==> src/rtl/reg_alu_pipe_pkg.sv <==
// reg_alu_pipe_pkg: ALU opcode encoding and ALU function shared by the reg_alu_pipe slice
package reg_alu_pipe_pkg;
   typedef enum logic [1:0] {OP_ADD = 2'b00, OP_SUB = 2'b01, OP_AND = 2'b10, OP_OR = 2'b11} alu_op_e;
   localparam int MAX_W = 64;
   // Computed at MAX_W; callers truncate to their width, which keeps ADD/SUB modulo 2^WIDTH
   function automatic logic [MAX_W-1:0] alu_f(input alu_op_e op, input logic [MAX_W-1:0] a,
                                              input logic [MAX_W-1:0] b);
      return op == OP_ADD ? a + b : op == OP_SUB ? a - b : op == OP_AND ? a & b : a | b;
   endfunction
endpackage

==> src/rtl/reg_alu_pipe_reg_file_2w.sv <==
// reg_file_2w: 2-read/2-write write-first register file, port b wins on collision, r0 hardwired to zero
module reg_file_2w #(
   parameter int WIDTH = 32,
   parameter int NREGS = 32,
   localparam int AW = $clog2(NREGS)
) (
   input  logic             clk,
   input  logic             rst,
   input  logic [AW-1:0]    ra1,
   input  logic [AW-1:0]    ra2,
   output logic [WIDTH-1:0] rd1,
   output logic [WIDTH-1:0] rd2,
   input  logic             we_a,
   input  logic [AW-1:0]    wa_a,
   input  logic [WIDTH-1:0] wd_a,
   input  logic             we_b,
   input  logic [AW-1:0]    wa_b,
   input  logic [WIDTH-1:0] wd_b
);
   logic [WIDTH-1:0] regs_q [NREGS];
   logic [WIDTH-1:0] regs_d [NREGS];
   always_comb begin
      regs_d = regs_q;
      if (we_a) regs_d[wa_a] = wd_a;
      if (we_b) regs_d[wa_b] = wd_b;
      regs_d[0] = '0;
   end
   // Reading the next-state array gives write-first behaviour on both ports
   assign rd1 = regs_d[ra1];
   assign rd2 = regs_d[ra2];
   always_ff @(posedge clk) begin
      if (rst) regs_q <= '{default: '0};
      else regs_q <= regs_d;
   end
endmodule

==> src/rtl/reg_alu_pipe.sv <==
// reg_alu_pipe: two-stage register-file ALU pipeline with valid/ready handshake and writeback bypass
module reg_alu_pipe
   import reg_alu_pipe_pkg::*;
#(
   parameter int WIDTH = 32,
   parameter int NREGS = 32,
   localparam int AW = $clog2(NREGS)
) (
   input  logic             CLK,
   input  logic             RST,
   input  logic             WE3,
   input  logic [AW-1:0]    A3,
   input  logic [WIDTH-1:0] WD3,
   input  logic             in_valid,
   output logic             in_ready,
   input  logic [AW-1:0]    A1,
   input  logic [AW-1:0]    A2,
   input  logic [AW-1:0]    AD,
   input  logic [1:0]       ALUOp,
   output logic             out_valid,
   input  logic             out_ready,
   output logic [WIDTH-1:0] ALUResult,
   output logic             Zero
);
   logic             s1_valid_q, s1_valid_d, s2_valid_q, s2_valid_d, zero_q, zero_d;
   logic             s2_free, s1_adv, accept;
   logic [WIDTH-1:0] s1_a_q, s1_a_d, s1_b_q, s1_b_d, res_q, res_d, rd1, rd2, alu_res;
   logic [AW-1:0]    s1_dst_q, s1_dst_d;
   alu_op_e          s1_op_q, s1_op_d;
   // Writeback on port b also serves as the S1->operand bypass through the write-first read
   reg_file_2w #(.WIDTH(WIDTH), .NREGS(NREGS)) u_rf (
      .clk(CLK), .rst(RST), .ra1(A1), .ra2(A2), .rd1(rd1), .rd2(rd2),
      .we_a(WE3), .wa_a(A3), .wd_a(WD3),
      .we_b(s1_adv), .wa_b(s1_dst_q), .wd_b(alu_res)
   );
   always_comb begin
      s2_free = !s2_valid_q || out_ready;
      s1_adv = s1_valid_q && s2_free;
      in_ready = !s1_valid_q || s1_adv;
      accept = in_valid && in_ready;
      alu_res = WIDTH'(alu_f(s1_op_q, MAX_W'(s1_a_q), MAX_W'(s1_b_q)));
      s1_valid_d = accept || (s1_valid_q && !s1_adv);
      s1_a_d = accept ? rd1 : s1_a_q;
      s1_b_d = accept ? rd2 : s1_b_q;
      s1_op_d = accept ? alu_op_e'(ALUOp) : s1_op_q;
      s1_dst_d = accept ? AD : s1_dst_q;
      s2_valid_d = s1_adv || (s2_valid_q && !out_ready);
      res_d = s1_adv ? alu_res : res_q;
      zero_d = s1_adv ? alu_res == '0 : zero_q;
   end
   always_ff @(posedge CLK) begin
      if (RST) begin
         s1_valid_q <= 1'b0;
         s1_a_q <= '0;
         s1_b_q <= '0;
         s1_op_q <= OP_ADD;
         s1_dst_q <= '0;
         s2_valid_q <= 1'b0;
         res_q <= '0;
         zero_q <= 1'b1;
      end else begin
         s1_valid_q <= s1_valid_d;
         s1_a_q <= s1_a_d;
         s1_b_q <= s1_b_d;
         s1_op_q <= s1_op_d;
         s1_dst_q <= s1_dst_d;
         s2_valid_q <= s2_valid_d;
         res_q <= res_d;
         zero_q <= zero_d;
      end
   end
   assign out_valid = s2_valid_q;
   assign ALUResult = res_q;
   assign Zero = zero_q;
endmodule

==> config.mk <==
export PLATFORM = sky130hd
export DESIGN_NAME = reg_alu_pipe
export DESIGN_NICKNAME = d
export VERILOG_FILES = /design/src/rtl/reg_alu_pipe_pkg.sv /design/src/rtl/reg_alu_pipe_reg_file_2w.sv /design/src/rtl/reg_alu_pipe.sv
export SDC_FILE = /design/constraint.sdc
export NUM_CORES = 2
export LEC_CHECK = 0
export BUFFER_PORTS_ARGS = -buffer_cell sky130_fd_sc_hd__buf_4
export CAP_MARGIN = 20
export CORE_AREA = 2 2 292 409
export CTS_BUF_LIST = sky130_fd_sc_hd__clkbuf_8 sky130_fd_sc_hd__clkbuf_16
export DETAILED_ROUTE_END_ITERATION = 12
export DIE_AREA = 0 0 294 411
export PLACE_DENSITY = 0.78
export RECOVER_POWER = 50
export SETUP_SLACK_MARGIN = 0.1
export SYNTH_ARGS = -nofsm -noshare
export SYNTH_HDL_FRONTEND = slang
export SYNTH_SLANG_ARGS = --single-unit
==> constraint.sdc <==
create_clock -name CLK -period 5.3 [get_ports CLK]
set_input_delay 0 -clock CLK [delete_from_list [all_inputs] [get_ports CLK]]
set_output_delay 0 -clock CLK [all_outputs]
set_load 0.005 [all_outputs]
==> results of run 1 <==
repair_timing:
| item | in CTS |
|---|---|
| hold buffers | 62 |
| gates resized for setup | 5 |
| hold endpoints to repair | 867 |
| pin swaps | 0 |
| endpoints found under the setup margin | 13 |
logic make-up after synthesis:
group	share of synthesized area, %
xor gates and xnor gates	0.146
AOI/OAI and AO/OA	20.4
DFF	30.5
muxes	19.9
and+or+nand+nor	21.3
buffers and inverters	5.94
adders and majority gates	1.70
layer usage:
layer,global-route usage [%],overflow
met5,40.6,0
met4,72.0,4
met3,63.4,0
met2,91.9,3
met1,79.3,0
metrics by stage:
step,worst slack [ns],setup TNS (ns)
2_1_floorplan,1.56,0
3_3_place_gp,-0.490,-0.512
3_5_place_dp,-0.0305,-0.0305
4_1_cts,0.108,0
Yosys cell counts, types with 95 or more instances:
cell type	count	area, um2
nor2_1	1360	5100
nand2_1	1153	4330
dfxtp_1	1098	22000
mux2i_1	1030	10300
o21ai_0	817	4090
clkbuf_1	698	2620
a21oi_1	588	2940
nor2b_1	379	2370
nand3_1	294	1470
mux4_2	155	3490
o211ai_1	151	1130
buf_2	122	611
nor3_1	115	576
inv_1	112	420
o22ai_1	111	694
a211oi_1	110	826
buf_1	106	398
ha_1	95	1190
==> results.md, run 1 <==
- Sequential area share after synthesis: between 30 and 40%
- IO Count: 94
- Starting density of the core: 61.5%
- Mean Syn Cell Area: 7.65 um2
- Root buf cell: clkbuf_16
- # port buffers: between 90 and 100
- Clock sink total: roughly 1.1k
- Flip-flop and latch count after synthesis: between 1k and 1.5k
- # rows: 149
- Err: [ERROR GRT-0116] Global routing finished with congestion. Check the congestion regions in the DRC Viewer.
- Setup Buffers After CTS: 0
- Global placement routability congestion: between 1 and 1.5
- Area after DPL: approximately 77,000 um2
- Placed instance count: 10.7k
- Number of global-route vias before repair: 85.9k
- CTS Buf Count: approximately 110
- Die height: 411 um
- Largest net degree at the start of global routing: 169
- Synth Cell Area: 72,100 um2
- Yosys cell types: 114
- Exit stage: global routing
- H-tree depth: 3
- Mapped Cells: 9,427
- Outcome: stopped before the end
- Syn_nets: 9,583
- GRT Total Usage: 77.4%
- CTS max path bufs: 3
- Grt ovf: 7
- Die Width: 294 um
- Top FF cell, synth: dfxtp_1
- DP HPWL: 303,000 um
- First-pass GRT wire length: between 600,000 and 700,000 um
- Post-synth EDFFs: 0
- Ys async rst share: 0%
- Warnings from Yosys: 0
==> run 2, diff against run 1 <==
CORE_AREA = 2 2 428 430   (was 2 2 292 409)
CTS_BUF_LIST = default   (was sky130_fd_sc_hd__clkbuf_8 sky130_fd_sc_hd__clkbuf_16)
DIE_AREA = 0 0 430 432   (was 0 0 294 411)
PLACE_DENSITY = default   (was 0.78)
PLACE_DENSITY_LB_ADDON = 0.15   (was default)
SETUP_SLACK_MARGIN = default   (was 0.1)
==> run 2 against run 1 <==
Effect of this change:
- the flow now finishes, with violations (max-capacitance violations, max-slew violations)
- synthesized cell count did not move
- area after synthesis unchanged
==> results.md, run 2 <==
- Die Width: 430 um (+46%)
- Post-synth EDFFs: 0 (unchanged)
- Worst skew pair latency: 0.84 ns
- Area of the multi-input gates: 46,600 um2
- Post-synth top cells: nor2_1, nand2_1, dfxtp_1
- Number of global-route vias before repair: 72.6k
- Worst Path Arrival: 5.97 ns
- RSZ-0062 raised after global routing: no
- Initial drt markers: 14.5k
- Non-Filler Instances: 12.0k
- Nets: between 9k and 10k
- Clock sink total: 1,098 (unchanged)
- Synth top area cells: dfxtp_1, mux2i_1, nor2_1
- CP required: 5.98 ns
- Routed Antenna Nets: 0
- CP Capture Type: flop
- Synth area leader: dfxtp_1
- Flip-flop and latch count after synthesis: 1,098 (unchanged)
- Filler cells: 18.0k
- Final setup fails: 0
- CTS tree: yes
- Synth Cell Area: 72,100 um2 (unchanged)
- GRT Total Usage: 47.4%
- Sequential area share after synthesis: 30.5% (unchanged)
- Mapped Cells: 9,427 (unchanged)
- Avg Vias per Cell: 6.86
- Die height: 432 um (+5.1%)
- Util after Layout: 46.1%
- CTS Buf Count: 139 (+23%)
- First-pass GRT wire length: 615,000 um
- Global placement routability congestion: 1.07 (-14%)
- Commonest cells after routing, fill and taps aside: nor2_1, nand2_1, dfxtp_1
- IO Count: 94 (unchanged)
- Grt ovf: 0
- Syn_nets: 9,583 (unchanged)
- Ys async rst share: 0% (unchanged)
- Hold Path Class: input port to flop
- Largest net degree at the start of global routing: between 150 and 200
- Combinational share of power: 22.8%
- Fin crit period: 5.29 ns
- DP HPWL: 310,000 um (+2.3%)
- Area of the die: 186,000 um2
- Commonest non-fill, non-tap cell in the layout: nor2_1
- Seq pwr share: between 30 and 40%
- Yosys cell types: 114 (unchanged)
- Core Region: approximately 180,000 um2
- Starting density of the core: 39.7% (-22 points)
- CTS max path bufs: 3 (unchanged)
- Max cap viols: 3
- Most frequent cell after synthesis: nor2_1
- Mean Syn Cell Area: 7.65 um2 (unchanged)
- Largest Register: u_rf.regs_q
- Pleak: approximately 34 nW
- Critical Path Source Type: flop
- Sw Ratio: around a third
- Final Max Slew Viols: between 200 and 250
- Worst Skew: approximately 0.036 ns
- P_int: 0.0155 W
- Fmax: 189 MHz
- Period utilization: 99.9%
- Peak VDD IR: approximately 0.29 mV
- H-tree depth: 4 (+1)
- P_sw: 0.00835 W
- Crit Path Max Fanout: 21
- Area delta synth->final: 16.3%
- Placed instance count: 11.6k (+8.9%)
- # rows: 157 (+5.4%)
- Vias: 82.2k
- Post-DR wirelength/cell: slightly below 40 um
- # DRC: 0
- Critical path type: flop to flop
- Max reg flops: 992
- # port buffers: 93 (unchanged)
- Share of layout cells above drive strength 1: 14.2%
- Outcome: complete, but fails checks
- Cell area power density: roughly 280 nW/um2
- Final hold vios: 0
- Clock transition at path regs: 0.06 ns
- Slew @ Worst Pin: 4.06 ns
- Clock share of power: 41.6%
- Register area: around 22,000 um2
- Warnings from Yosys: 0 (unchanged)
- Root buf cell: clkbuf_16
- Initial antenna violation count: between 70 and 80
- Top FF cell, synth: dfxtp_1
- Wirelength, routed: 462,000 um
- Drt pass-1 iters: 9
- Top-area cell type share of the netlist area: 30.5% (unchanged)
- Worst slew margin: -171%
- Violated checks: max-capacitance violations, max-slew violations
==> run 2: cell counts after synthesis <==
Identical to the previous run, type by type.
==> run 2: area by class of cell <==
type                       count  share of cell area (%)
tap                         2385                    3.56
antenna                       53                   0.158
clock inverter                39                   0.533
multi-input combinational   7259                    55.6
inverter                     121                   0.577
clock buffer                 198                    4.81
timing repair buffer         823                    8.55
sequential                  1098                    26.2
==> run 2: timing repair <==
action	in CTS	in global routing
hold buffers	63	0
resized for setup	0	21
endpoints found under the setup margin	0	10
setup buffers	0	8
endpoints found under the hold margin	912	0
==> run 2: layer usage <==
metal	GRT usage [%]	share of wire, %
met1	58.2	37
met5	0	0.16
met3	21.0	16
met2	64.8	39
met4	35.4	8.8
==> run 2: per-stage QoR <==
stage          worst slack, ns  instance area [um2]  hold WS, ns  total power [W]  TNS [ns]
3_5_place_dp            0.0866                78600        0.248           0.0136         0
4_1_cts                 0.0524                83800       0.0495           0.0233         0
6_report               0.00553                83900       0.0793           0.0238         0
3_3_place_gp            -0.120                78600        0.235           0.0136    -0.120
2_1_floorplan             1.56                72100        0.117           0.0110         0
5_1_grt                0.00783                83700       0.0825           0.0240         0
==> run 2: worst max-delay path: stages (launching register included) <==
cell and delay (ns):
dfxtp_1 0.30, nor2b_1 0.18, nor2b_4 0.36, nand2_1 0.11, nor2_1 0.80, nand2_1 0.83
clkbuf_1 0.72, o21ai_0 0.55, mux2i_1 0.13, a22oi_1 0.16, o22ai_1 0.12, a311oi_1 0.71
o31ai_1 0.15
==> run 2: cell families (layout without fill, tap and decap cells) <==
logic type	Yosys count	after routing	synth area share, %
and+or+nand+nor	3524	3524	21.3
AOI/OAI and AO/OA	2389	2390	20.4
muxes	1236	1236	19.9
DFF	1098	1098	30.5
buffers and inverters	1071	1181	5.94
adders and majority gates	97	97	1.70
xor gates and xnor gates	12	12	0.146
other	0	53	0
==> run 2: worst paths after layout <==
check / start / endpoint / slack (ns) / depth (start not counted)
worst min register to register: ALUResult[4] / ALUResult[4] / 0.45 / 2
worst max-delay path: out_valid / s1_a_q[19] / 0.006 / 12
worst max register to register: out_valid / s1_a_q[19] / 0.006 / 12
worst min-delay path: out_ready / out_valid / 0.08 / 5
==> run 2: power groups by stage <==
| stage | Sequential, W | Clock (W) | Combinational, W |
|---|---|---|---|
| 2_1_floorplan | 0.00862 | 0 | 0.00236 |
| 3_3_place_gp | 0.00865 | 0 | 0.00494 |
| 3_5_place_dp | 0.00865 | 0 | 0.00493 |
| 4_1_cts | 0.00847 | 0.00982 | 0.00498 |
| 5_1_grt | 0.00848 | 0.0102 | 0.00536 |
| 6_report | 0.00847 | 0.00990 | 0.00544 |
Power figures use the tool's default switching activity.
